--- config.mk ---
export PLATFORM = sky130hd
export DESIGN_NAME = imem_loader
export DESIGN_NICKNAME = d
export VERILOG_FILES = /design/src/rtl/imem_loader.sv
export SDC_FILE = /design/constraint.sdc
export NUM_CORES = 1
export LEC_CHECK = 0
export CORE_ASPECT_RATIO = 2
export CORE_MARGIN = 1
export CORE_UTILIZATION = 50
export DETAILED_ROUTE_END_ITERATION = 10
export GPL_TIMING_DRIVEN = 0
export PLACE_DENSITY = 0.73
export SYNTH_ARGS = -nofsm -noshare
export SYNTH_HDL_FRONTEND = slang
export SYNTH_SLANG_ARGS = --single-unit
--- constraint.sdc ---
create_clock -name clk -period 2.08 [get_ports clk]
set_clock_uncertainty 0.05 [all_clocks]
set_input_delay 0.312 -clock clk [delete_from_list [all_inputs] [get_ports clk]]
set_output_delay 0.312 -clock clk [all_outputs]
set_load 0.1 [all_outputs]
--- src/rtl/imem_loader.sv ---
// rtl/imem_loader.sv - byte-stream to instruction-memory loader
// Packs little-endian bytes into 32-bit words and writes them from address 0 while holding the CPU.
module imem_loader #(
  parameter int ADDR_W      = 6,
  parameter int DEPTH       = 64,
  parameter int TIMEOUT_CYC = 1000000
) (
  input  logic              clk,
  input  logic              rstn,
  input  logic              start,
  input  logic              abort,
  input  logic [6:0]        word_count,
  input  logic              byte_valid,
  input  logic [7:0]        byte_data,
  output logic              byte_ready,
  output logic              im_we,
  output logic [ADDR_W-1:0] im_addr,
  output logic [31:0]       im_wdata,
  output logic              cpu_hold,
  output logic              done,
  output logic              err,
  output logic [7:0]        checksum
);

  localparam int GAP_W = (TIMEOUT_CYC > 2) ? $clog2(TIMEOUT_CYC) : 1;
  localparam logic [GAP_W-1:0] GAP_LAST = GAP_W'(TIMEOUT_CYC - 1);
  localparam logic [6:0] DEPTH_C = 7'(DEPTH);

  typedef enum logic [2:0] {IDLE, RECV, WRITE, DONE, ERROR} state_t;

  state_t            state_q, state_d;
  logic [6:0]        cnt_q, cnt_d;
  logic [ADDR_W-1:0] word_addr_q, word_addr_d;
  logic [1:0]        byte_idx_q, byte_idx_d;
  logic [31:0]       word_q, word_d;
  logic [7:0]        checksum_q, checksum_d;
  logic [GAP_W-1:0]  gap_q, gap_d;
  logic [ADDR_W-1:0] im_addr_q, im_addr_d;
  logic [31:0]       im_wdata_q, im_wdata_d;
  logic [6:0]        cnt_in;

  assign cnt_in = (word_count > DEPTH_C) ? DEPTH_C : word_count;

  always_ff @(posedge clk or negedge rstn) begin
    if (!rstn) begin
      state_q     <= IDLE;
      cnt_q       <= '0;
      word_addr_q <= '0;
      byte_idx_q  <= '0;
      word_q      <= '0;
      checksum_q  <= '0;
      gap_q       <= '0;
      im_addr_q   <= '0;
      im_wdata_q  <= '0;
    end else begin
      state_q     <= state_d;
      cnt_q       <= cnt_d;
      word_addr_q <= word_addr_d;
      byte_idx_q  <= byte_idx_d;
      word_q      <= word_d;
      checksum_q  <= checksum_d;
      gap_q       <= gap_d;
      im_addr_q   <= im_addr_d;
      im_wdata_q  <= im_wdata_d;
    end
  end

  always_comb begin
    state_d     = state_q;
    cnt_d       = cnt_q;
    word_addr_d = word_addr_q;
    byte_idx_d  = byte_idx_q;
    word_d      = word_q;
    checksum_d  = checksum_q;
    gap_d       = gap_q;
    im_addr_d   = im_addr_q;
    im_wdata_d  = im_wdata_q;
    case (state_q)
      IDLE, DONE, ERROR: begin
        if (start) begin
          cnt_d       = cnt_in;
          word_addr_d = '0;
          byte_idx_d  = '0;
          checksum_d  = '0;
          gap_d       = '0;
          state_d     = (cnt_in == 7'd0) ? DONE : RECV;
        end
      end
      RECV: begin
        if (byte_valid) begin
          word_d[8*byte_idx_q +: 8] = byte_data;
          checksum_d = checksum_q + byte_data;
          byte_idx_d = byte_idx_q + 2'd1;
          gap_d      = '0;
          // Capture the write port now so it can hold its value outside WRITE.
          if (byte_idx_q == 2'd3) begin
            im_addr_d  = word_addr_q;
            im_wdata_d = {byte_data, word_q[23:0]};
            state_d    = WRITE;
          end
        end else if (gap_q == GAP_LAST) begin
          state_d = ERROR;
        end else begin
          gap_d = gap_q + GAP_W'(1);
        end
      end
      WRITE: begin
        word_addr_d = word_addr_q + ADDR_W'(1);
        byte_idx_d  = '0;
        state_d     = ({1'b0, word_addr_q} == cnt_q - 7'd1) ? DONE : RECV;
      end
      default: state_d = IDLE;
    endcase
    // Abort discards the partial word and leaves the last write port values and checksum untouched.
    if (abort) begin
      state_d    = IDLE;
      byte_idx_d = '0;
      gap_d      = '0;
      checksum_d = checksum_q;
      im_addr_d  = im_addr_q;
      im_wdata_d = im_wdata_q;
    end
  end

  assign im_we      = (state_q == WRITE) && !abort;
  assign im_addr    = im_addr_q;
  assign im_wdata   = im_wdata_q;
  assign byte_ready = (state_q == RECV);
  assign cpu_hold   = (state_q == RECV) || (state_q == WRITE) || (state_q == ERROR);
  assign done       = (state_q == DONE);
  assign err        = (state_q == ERROR);
  assign checksum   = checksum_q;

endmodule
======== Yosys cells after proc, flatten, opt, wreduce, memory -nomap -nowiden ========
Index checks and enable logic that the tools add are counted.
storage, ports and cells
  flip-flop bits (word level) ............. 116
  output and inout port bits .............. 51
  bits of input ports ..................... 20
  logic and storage cells ................. 76
operators by class
  equality and inequality tests ........... 14
  add/sub/neg operators ................... 6
  reductions and logical operators ........ 19
  bitwise logic cells ..................... 1
  shift-type cells ........................ 2
  $lt $le $gt $ge ......................... 1
  muxes and demuxes ....................... 24
operator list
  operator                                                                  count
  20-bit two-way mux                                                        4
  20-bit one-hot mux with 2 select lines                                    1
  5-bit negation with 34-bit output                                         1
  8-bit by 34-bit variable shift with 32-bit output (first input constant)  1
  8-bit by 34-bit indexed part select with 32-bit output                    1
  32-bit bitwise mux                                                        1
  20-bit by 1-bit adder with 20-bit output (second input constant)          1
  20-bit equality test (second input constant)                              1
  8-bit two-way mux                                                         2
  8-bit one-hot mux with 2 select lines                                     1
  3-bit two-way mux                                                         5
  6-bit one-hot mux with 2 select lines                                     1
  2-bit two-way mux                                                         5
  3-bit one-hot mux with 3 select lines                                     1
  3-bit AND reduction                                                       3
  8-bit adder                                                               1
  4-bit by 3-bit != test with 1-bit output (second input constant)          2
  4-bit AND reduction                                                       2
  6-bit by 7-bit equality test with 1-bit output                            1
  7-bit greater-than comparator (second input constant)                     1
  7-bit logical NOT                                                         1
  7-bit two-way mux                                                         1
  7-bit by 1-bit subtractor with 7-bit output (second input constant)       1
  6-bit by 1-bit adder with 6-bit output (second input constant)            1
  other kinds (20)                                                          27

======== Longest topological paths before layout ========
Gate-level depths: netlist of the first run.
  word-level depth ........................ 7
  depth in mapped cells ................... 10
  gate-level depth less buffers ........... 8

======== Least setup slack after synthesis of the first run ========
OpenSTA, ideal clock, no wires.
  kind .................................... reg2out
  start ................................... register state_q[1]
  end ..................................... output port cpu_hold
  stages on the path, launching flop included .. 4
  path buffers ............................ 1
  required time ........................... 1.718 ns
  slack ................................... -1.127 ns
  arrival time ............................ 2.845 ns
  cell sequence ........................... dfrtp_1 -> clkbuf_1 -> xnor2_1 -> o21ai_0
between the ends
  cells in the longest elaborated chain, start to end .. 3
  elaborated cells on any way between the ends .. 5
  classes of those cells .................. 3 x eq/ne; 2 x reduce/logical
RTL lines
  element                                                                                                           line  RTL
  start: declaration                                                                                                31    state_t state_q, state_d;
  start signal: assignment                                                                                          56    state_q <= state_d;
  3-bit by 1-bit equality test with 1-bit output or 3-bit by 2-bit equality test with 1-bit output (tied branches)  129   assign cpu_hold = (state_q == RECV) || (state_q == WRITE) || (state_q == ERROR);
  1-bit logical OR                                                                                                  129
  1-bit logical OR (*)                                                                                              129
  end: declaration                                                                                                  19    output logic cpu_hold,
Mark *: on every way between the ends. The rest lies on a longest branch, timed or not.

======== Worst setup path after layout of the first run ========
  start ................................... register state_q[1]
  end ..................................... register state_q[0]
between the ends
  cells in the longest elaborated chain, start to end .. 4
  elaborated cells on any way between the ends .. 12
  classes of those cells .................. 7 x eq/ne; 2 x mux; 3 x reduce/logical
RTL lines
  element                                                                           line  RTL
  3-bit by 2-bit equality test with 1-bit output, or another cell as far along      78    case (state_q)
  3-bit OR reduction                                                                78
  3-bit != test (no line) or 3-bit one-hot mux with 3 select lines (tied branches)  -
  3-bit AND reduction (no line) or 3-bit two-way mux (tied branches)                -
Several ways; a longest one is shown, not always the timed one.
A chain may end at the register's enable or synchronous reset.

==> results of run 1 <==
## cell usage after synthesis (2+ instances only)
cell	number
a211oi_1	2
a21o_1	2
a21oi_1	14
a22o_1	7
a31oi_1	2
and3_1	3
and4_1	2
buf_1	2
buf_12	2
buf_2	2
buf_6	3
clkbuf_1	9
dfrtp_1	108
ha_1	15
inv_1	11
mux2_2	20
mux2_4	20
mux2i_1	2
nand2_1	79
nand2b_1	13
nand3_1	17
nand3b_1	3
nand4_1	5
nand4bb_1	2
nor2_1	28
nor2b_1	2
nor3_1	8
nor3b_1	4
nor4_1	5
o211ai_1	2
o21ai_0	45
o31ai_1	4
or3_1	2
xnor2_1	15
xor2_1	15
## state kept, by name, indices dropped and copies added (netlist names)
signal       flops
byte_idx_q       2
checksum         8
cnt_q            7
gap_q           20
im_addr          6
im_wdata        32
state_q          3
word_addr_q      6
word_q          24
## through the flow
stage	setup slack, ns	area [um^2]	util
2_1_floorplan	-0.04711	5410	-
3_3_place_gp	-4.001	6282	0.5996
3_5_place_dp	-0.7180	6307	0.6020
4_1_cts	-0.04218	6865	0.6552
5_1_grt	-0.05855	7079	0.6757
6_report	0.004024	7079	0.6757
## worst max path at each step
stage | start | to | slack, ns
floorplan | state_q[2] | im_addr[0] | -0.05
global placement | rstn | checksum[0] | -4.00
detailed placement | state_q[1] | im_we | -0.72
CTS | state_q[2] | gap_q[3] | -0.04
global route | checksum[1] | checksum[7] | -0.06
finish | state_q[1] | state_q[0] | 0.004
## timing repair
item                                    CTS  global route
gates resized for setup                 117            38
pin swaps                                 6            17
cloned                                    1             0
hold endpoints to repair                  0             0
buffers inserted                         14             9
endpoints found under the setup margin  140            93
## cell families after synthesis
family          count (synthesis)
simple gates                  185
flops                         108
compound gates                 87
mux                            42
xor+xnor                       30
buf+inv                        30
fa+ha+maj                      16
## layer usage
metal	up-vias	wire (um)	part of all wire	track usage
li1	1949	-	-	-
met2	107	7090	0.56	0.4135
met4	0	480	0.038	0.1255
met1	2035	4669	0.37	0.2672
met3	36	428	0.034	0.03455
met5	-	0	0	0
## power groups by stage
stage               Clock [mW]  Sequential [mW]  Combinational [mW]
global route              1.86             2.61                3.14
detailed placement           0             2.61                2.48
finish                    1.76             2.59                2.91
global placement             0             2.60                2.40
CTS                       1.78             2.58                2.70
floorplan                    0             3.00                1.46
## worst max-delay path, stage by stage (launching register included)
cell and delay, ns:
dfrtp_2 0.44, or3b_1 0.38, buf_6 0.17, or3_4 0.34, a21o_1 0.20, o21a_2 0.16
a22o_1 0.23
## final cells by class
class | instances | area share
sequential | 108 | 0.3837
multi-input combinational | 360 | 0.3936
tap | 137 | 0.02421
clock buffer | 9 | 0.03181
timing repair buffer | 95 | 0.1271
inverter | 12 | 0.008130
clock inverter | 7 | 0.01166
buffer | 16 | 0.01979
==> impl_metrics.yaml, run 1 <==
outcome:
  outcome: "complete, but fails checks"
  violations: "negative hold slack"
global_route:
  grt_pass1_wl_um: 19820
  antenna_found_initial: 0
  grt_max_degree: 63
  first_global_vias: 4143
  grt.overflow.total: 0
  globalRouteTotalUtil: 0.2363
power_and_ir_drop:
  pwr_density_cell_nw_per_um2: 1025
  sw_frac_of_total: 0.3968
  seq_power_share: 0.356
  switchingPower_mw: 2.879
  internal-power_mw: 4.376
  p_total_mw: 7.255
  p_leak_nw: 3.464
  pwr-share-comb: 0.401
  max-vdd-ir-drop_uv: 1013
  pwr-share-clk: 0.243
floorplanning:
  die_w_um: 75.08
  rows: 53
  die_h_um: 148.2
  start_util: 0.5097
  ios: 71
  dieArea_um2: 11120
  coreArea_um2: 10480
route:
  drtIter0Drc: 225
  final_antenna_net_count: 0
  drtPass1Iterations: 4
  routed_wl_um: 12670
  avgViaCountPerCell: 5.547
  dr_total_vias: 4127
  wire_per_inst_um: 17.03
  remaining_drc_errors: 0
synthesis:
  synth_area_um2: 5340
  yosysSeqAreaShare: 0.5061
  synth.area.mux_share: 0.1022
  netlist.area_leader.share: 0.5061
  yosys.area_share.xor_xnor: 0.04920
  synth_warnings: 0
  synth-async-reset-ratio: 1.000
  synth_edf_count: 0
  synthAdderAreaFrac: 0.03889
  synth_compound_area_frac: 0.09747
  yosys.area.top_type: "dfrtp_1"
  synth_top_family_by_area: "simple AND/OR/NAND/NOR gates"
  synth_area_leaders: "dfrtp_1, mux2_4, nand2_1, mux2_2, o21ai_0"
  yosysUniqueCellTypes: 58
  synth_simple_gate_area_frac: 0.1734
  ys_ff_latch: 108
  syn_inst: 498
  avgSynthCellArea_um2: 10.72
  ys.flop_type: "dfrtp_1"
  synth_fp_nets: 534
clock_network:
  holdBufCountCts: 0
  cts_buffer_depth: 2
  clock_sinks: 108
  clkLatencyLatePin_ns: 0.35
  numCtsBuffers: 9
  cts_root_buf: "clkbuf_16"
  htree_levels: 3
  clk_pin_slew_ns: 0.07
  cts_tree: "done"
cells_and_area:
  register_area_um2: 2716
  multi_input_area_um2: 2786
  fin_nets: 638
  mostFrequentLayoutCells: "dfrtp_1, nand2_1, dlygate4sd2_1, o21ai_0"
  layout-drive-gt1-share: 0.2537
  final.fill_count: 848
  fin_cells: 744
  final_common_cell: "dfrtp_1"
  n_antenna_cell: 0
  area_growth_syn_to_layout_pct: 32.57
job:
  cap_violations: 0
critical_path:
  critPathRequiredTime_ns: 2.26
  r2r_cells: 6
  crit_type: "reg -> reg"
  endpoint_kind: "register"
  r2r-start: "state_q[1]"
  critPathMaxFanout: 5
  cp.arrival_ns: 2.26
  cp-start-kind: "register"
  r2r_end: "state_q[0]"
  reg2reg_setup_slack_ns: 0.004
sta:
  tightest_slew_ns: 1.008
  worst_hold_slack_ns: -0.01724
  period_share: 0.9981
  hold_violations: 14
  rsz0062_at_grt: "yes"
  fmax_mhz: 481.7
  finalMaxSlewViolations: 0
  setup-violations-final: 0
  tns_ns: 0
  relSlewSlack: 0.3305
  min_period_ns: 2.076
place:
  hpwl_um: 8853
  dp_cells: 706
  gp_congestion: 0.8368
  io_buffers: 70
hold_path:
  hold_path_class: "in -> async"
Power figures use the tool's default switching activity.
==> inputs of run 2 (changes only) <==
--- a/config.mk
+++ b/config.mk
@@ -7,10 +7,11 @@
 export LEC_CHECK = 0
 export CORE_ASPECT_RATIO = 2
 export CORE_MARGIN = 1
-export CORE_UTILIZATION = 50
+export CORE_UTILIZATION = 26
 export DETAILED_ROUTE_END_ITERATION = 10
 export GPL_TIMING_DRIVEN = 0
-export PLACE_DENSITY = 0.73
+export MAX_ROUTING_LAYER = met4
+export PLACE_DENSITY = 0.42
 export SYNTH_ARGS = -nofsm -noshare
 export SYNTH_HDL_FRONTEND = slang
 export SYNTH_SLANG_ARGS = --single-unit
==> run 2 against run 1 <==
The flow now finishes without violations. Final cell count is 17% higher. Combinational power is 2% lower. Sequential share of layout area is 0.88 points lower. Hold slack better by 0.33 ns. Sequential power hardly changed. Critical path depth is 1 higher. Global-route usage is 9.1 points lower. Maximum frequency is 1.9% higher. Register-to-register slack better by 0.04 ns. Non-clock buffer count is 1 lower. Power is 4.2% higher. Highest routed layer unchanged.
==> impl_metrics.yaml, run 2 (same netlist as run 1, synthesis figures left out) <==
place:
  io_buffers: 70
  hpwl_um: 9773
  place_area_um2: 6467
  gp_congestion: 0.8086
cells_and_area:
  area_growth_syn_to_layout_pct: 35.68
  final_common_cell: "dfrtp_1"
  layout-drive-gt1-share: 0.2459
  final_util: 0.3622
  final_cell_area_um2: 7246
  fin_nets: 637
  mostFrequentLayoutCells: "dfrtp_1, nand2_1, dlygate4sd2_1, o21ai_0, nor2_1"
  largest_reg_flops: 32
  n_antenna_cell: 0
clock_network:
  htree_levels: 3
  clk_pin_slew_ns: 0.08
  numCtsBuffers: 9
  cts_root_buf: "clkbuf_16"
  cts_buffer_depth: 2
  clock_sinks: 108
  clkLatencyLatePin_ns: 0.35
  cts_tree: "done"
route:
  final_antenna_net_count: 0
  avgViaCountPerCell: 4.583
  drtPass1Iterations: 4
  wire_per_inst_um: 15.74
  dr_total_vias: 3978
  remaining_drc_errors: 0
  routed_wl_um: 13670
  drtIter0Drc: 101
global_route:
  antenna_found_initial: 0
  globalRouteTotalUtil: 0.1450
  grt_max_degree: 76
  grt.overflow.total: 0
  grt_pass1_wl_um: 22340
  first_global_vias: 4254
outcome:
  outcome: "finished, final reports clean"
critical_path:
  crit_path_top_delay_cell: "dfrtp_4"
  critPathRequiredTime_ns: 2.27
  path_buf_inv: 1
  endpoint_kind: "register"
  cp.arrival_ns: 2.22
  crit_chain: "ha_1, a21oi_2, o211ai_1, o41ai_2, xor2_1, buf_4, o22ai_1"
  cp_slowest_stage_delay_ns: 0.51
  cp_top_family: "compound AO/OA/AOI/OAI gates"
  critPathMaxFanout: 4
  critPathLaunch: "checksum[1]"
  r2r-start: "checksum[1]"
  cp-start-kind: "register"
  crit_type: "reg -> reg"
floorplanning:
  coreArea_um2: 20000
  die_h_um: 204.7
  rows: 73
  dieArea_um2: 21150
  die_w_um: 103.3
  ios: 71
  start_util: 0.2670
sta:
  hold_violations: 0
  setup-violations-final: 0
  min_period_ns: 2.037
  tns_ns: 0
  relSlewSlack: 0.3540
  period_share: 0.9793
  rsz0062_at_grt: "yes"
  fmax_mhz: 490.9
  finalMaxSlewViolations: 0
  tightest_slew_ns: 0.9728
power_and_ir_drop:
  pwr_density_cell_nw_per_um2: 1043
  p_leak_nw: 3.467
  max-vdd-ir-drop_uv: 858.8
  p_total_mw: 7.558
hold_path:
  hp-start: "byte_data[2]"
  hold_path_class: "in -> reg"
job:
  cap_violations: 0
run 2: cell type report:
type | instances | area [um^2]
buffer | 16 | 127.6
fill | 1998 | 12760
sequential | 108 | 2716
timing repair buffer | 94 | 915.9
multi-input combinational | 360 | 2729
clock buffer | 9 | 225.2
tap | 262 | 327.8
clock inverter | 7 | 146.4
inverter | 12 | 57.56
run 2: routing by layer:
| layer | GRT usage | share of wire | up-vias |
|---|---|---|---|
| li1 | - | - | 1937 |
| met4 | 0.06891 | 0.029 | 0 |
| met5 | - | 0 | - |
| met3 | 0.02013 | 0.026 | 20 |
| met1 | 0.1482 | 0.37 | 1951 |
| met2 | 0.2640 | 0.57 | 70 |
run 2: path summary, 6_finish.rpt:
path	cells after the start	slack (ns)	to
max	7	0.04	checksum[7]
max reg2reg	7	0.04	checksum[7]
min reg2reg	2	0.43	word_q[10]
min	3	0.31	word_q[2]
max in group asynchronous	3	0.86	checksum[0]
min in group asynchronous	2	0.36	word_addr_q[5]
run 2: through the flow:
stage / cells / hold slack (ns) / worst slack, ns
2_1_floorplan: 498 / -0.03359 / -0.04711
3_3_place_gp: 830 / 0.4093 / -4.608
5_1_grt: 868 / 0.3346 / -0.05460
6_report: 868 / 0.3140 / 0.04298
4_1_cts: 866 / 0.3693 / -0.05383
3_5_place_dp: 831 / 0.1787 / -0.7544
run 2: worst reg2reg max path, cell delays in order (launching register included):
cell and delay (ns):
dfrtp_4 0.51, ha_1 0.30, a21oi_2 0.16, o211ai_1 0.14, o41ai_2 0.34, xor2_1 0.22
buf_4 0.14, o22ai_1 0.07
run 2: where the power goes:
group / switching, mW / internal [mW]
sequential: 0.237 / 2.34
combinational: 1.81 / 1.04
clock: 0.823 / 1.31
run 2: timing repair:
action / CTS / global route
gates cloned: 2 / 0
resized for setup: 134 / 20
pin swaps: 9 / 14
hold buffers: 1 / 0
endpoints found under the setup margin: 143 / 86
setup buffers: 16 / 4
endpoints found under the hold margin: 33 / 0
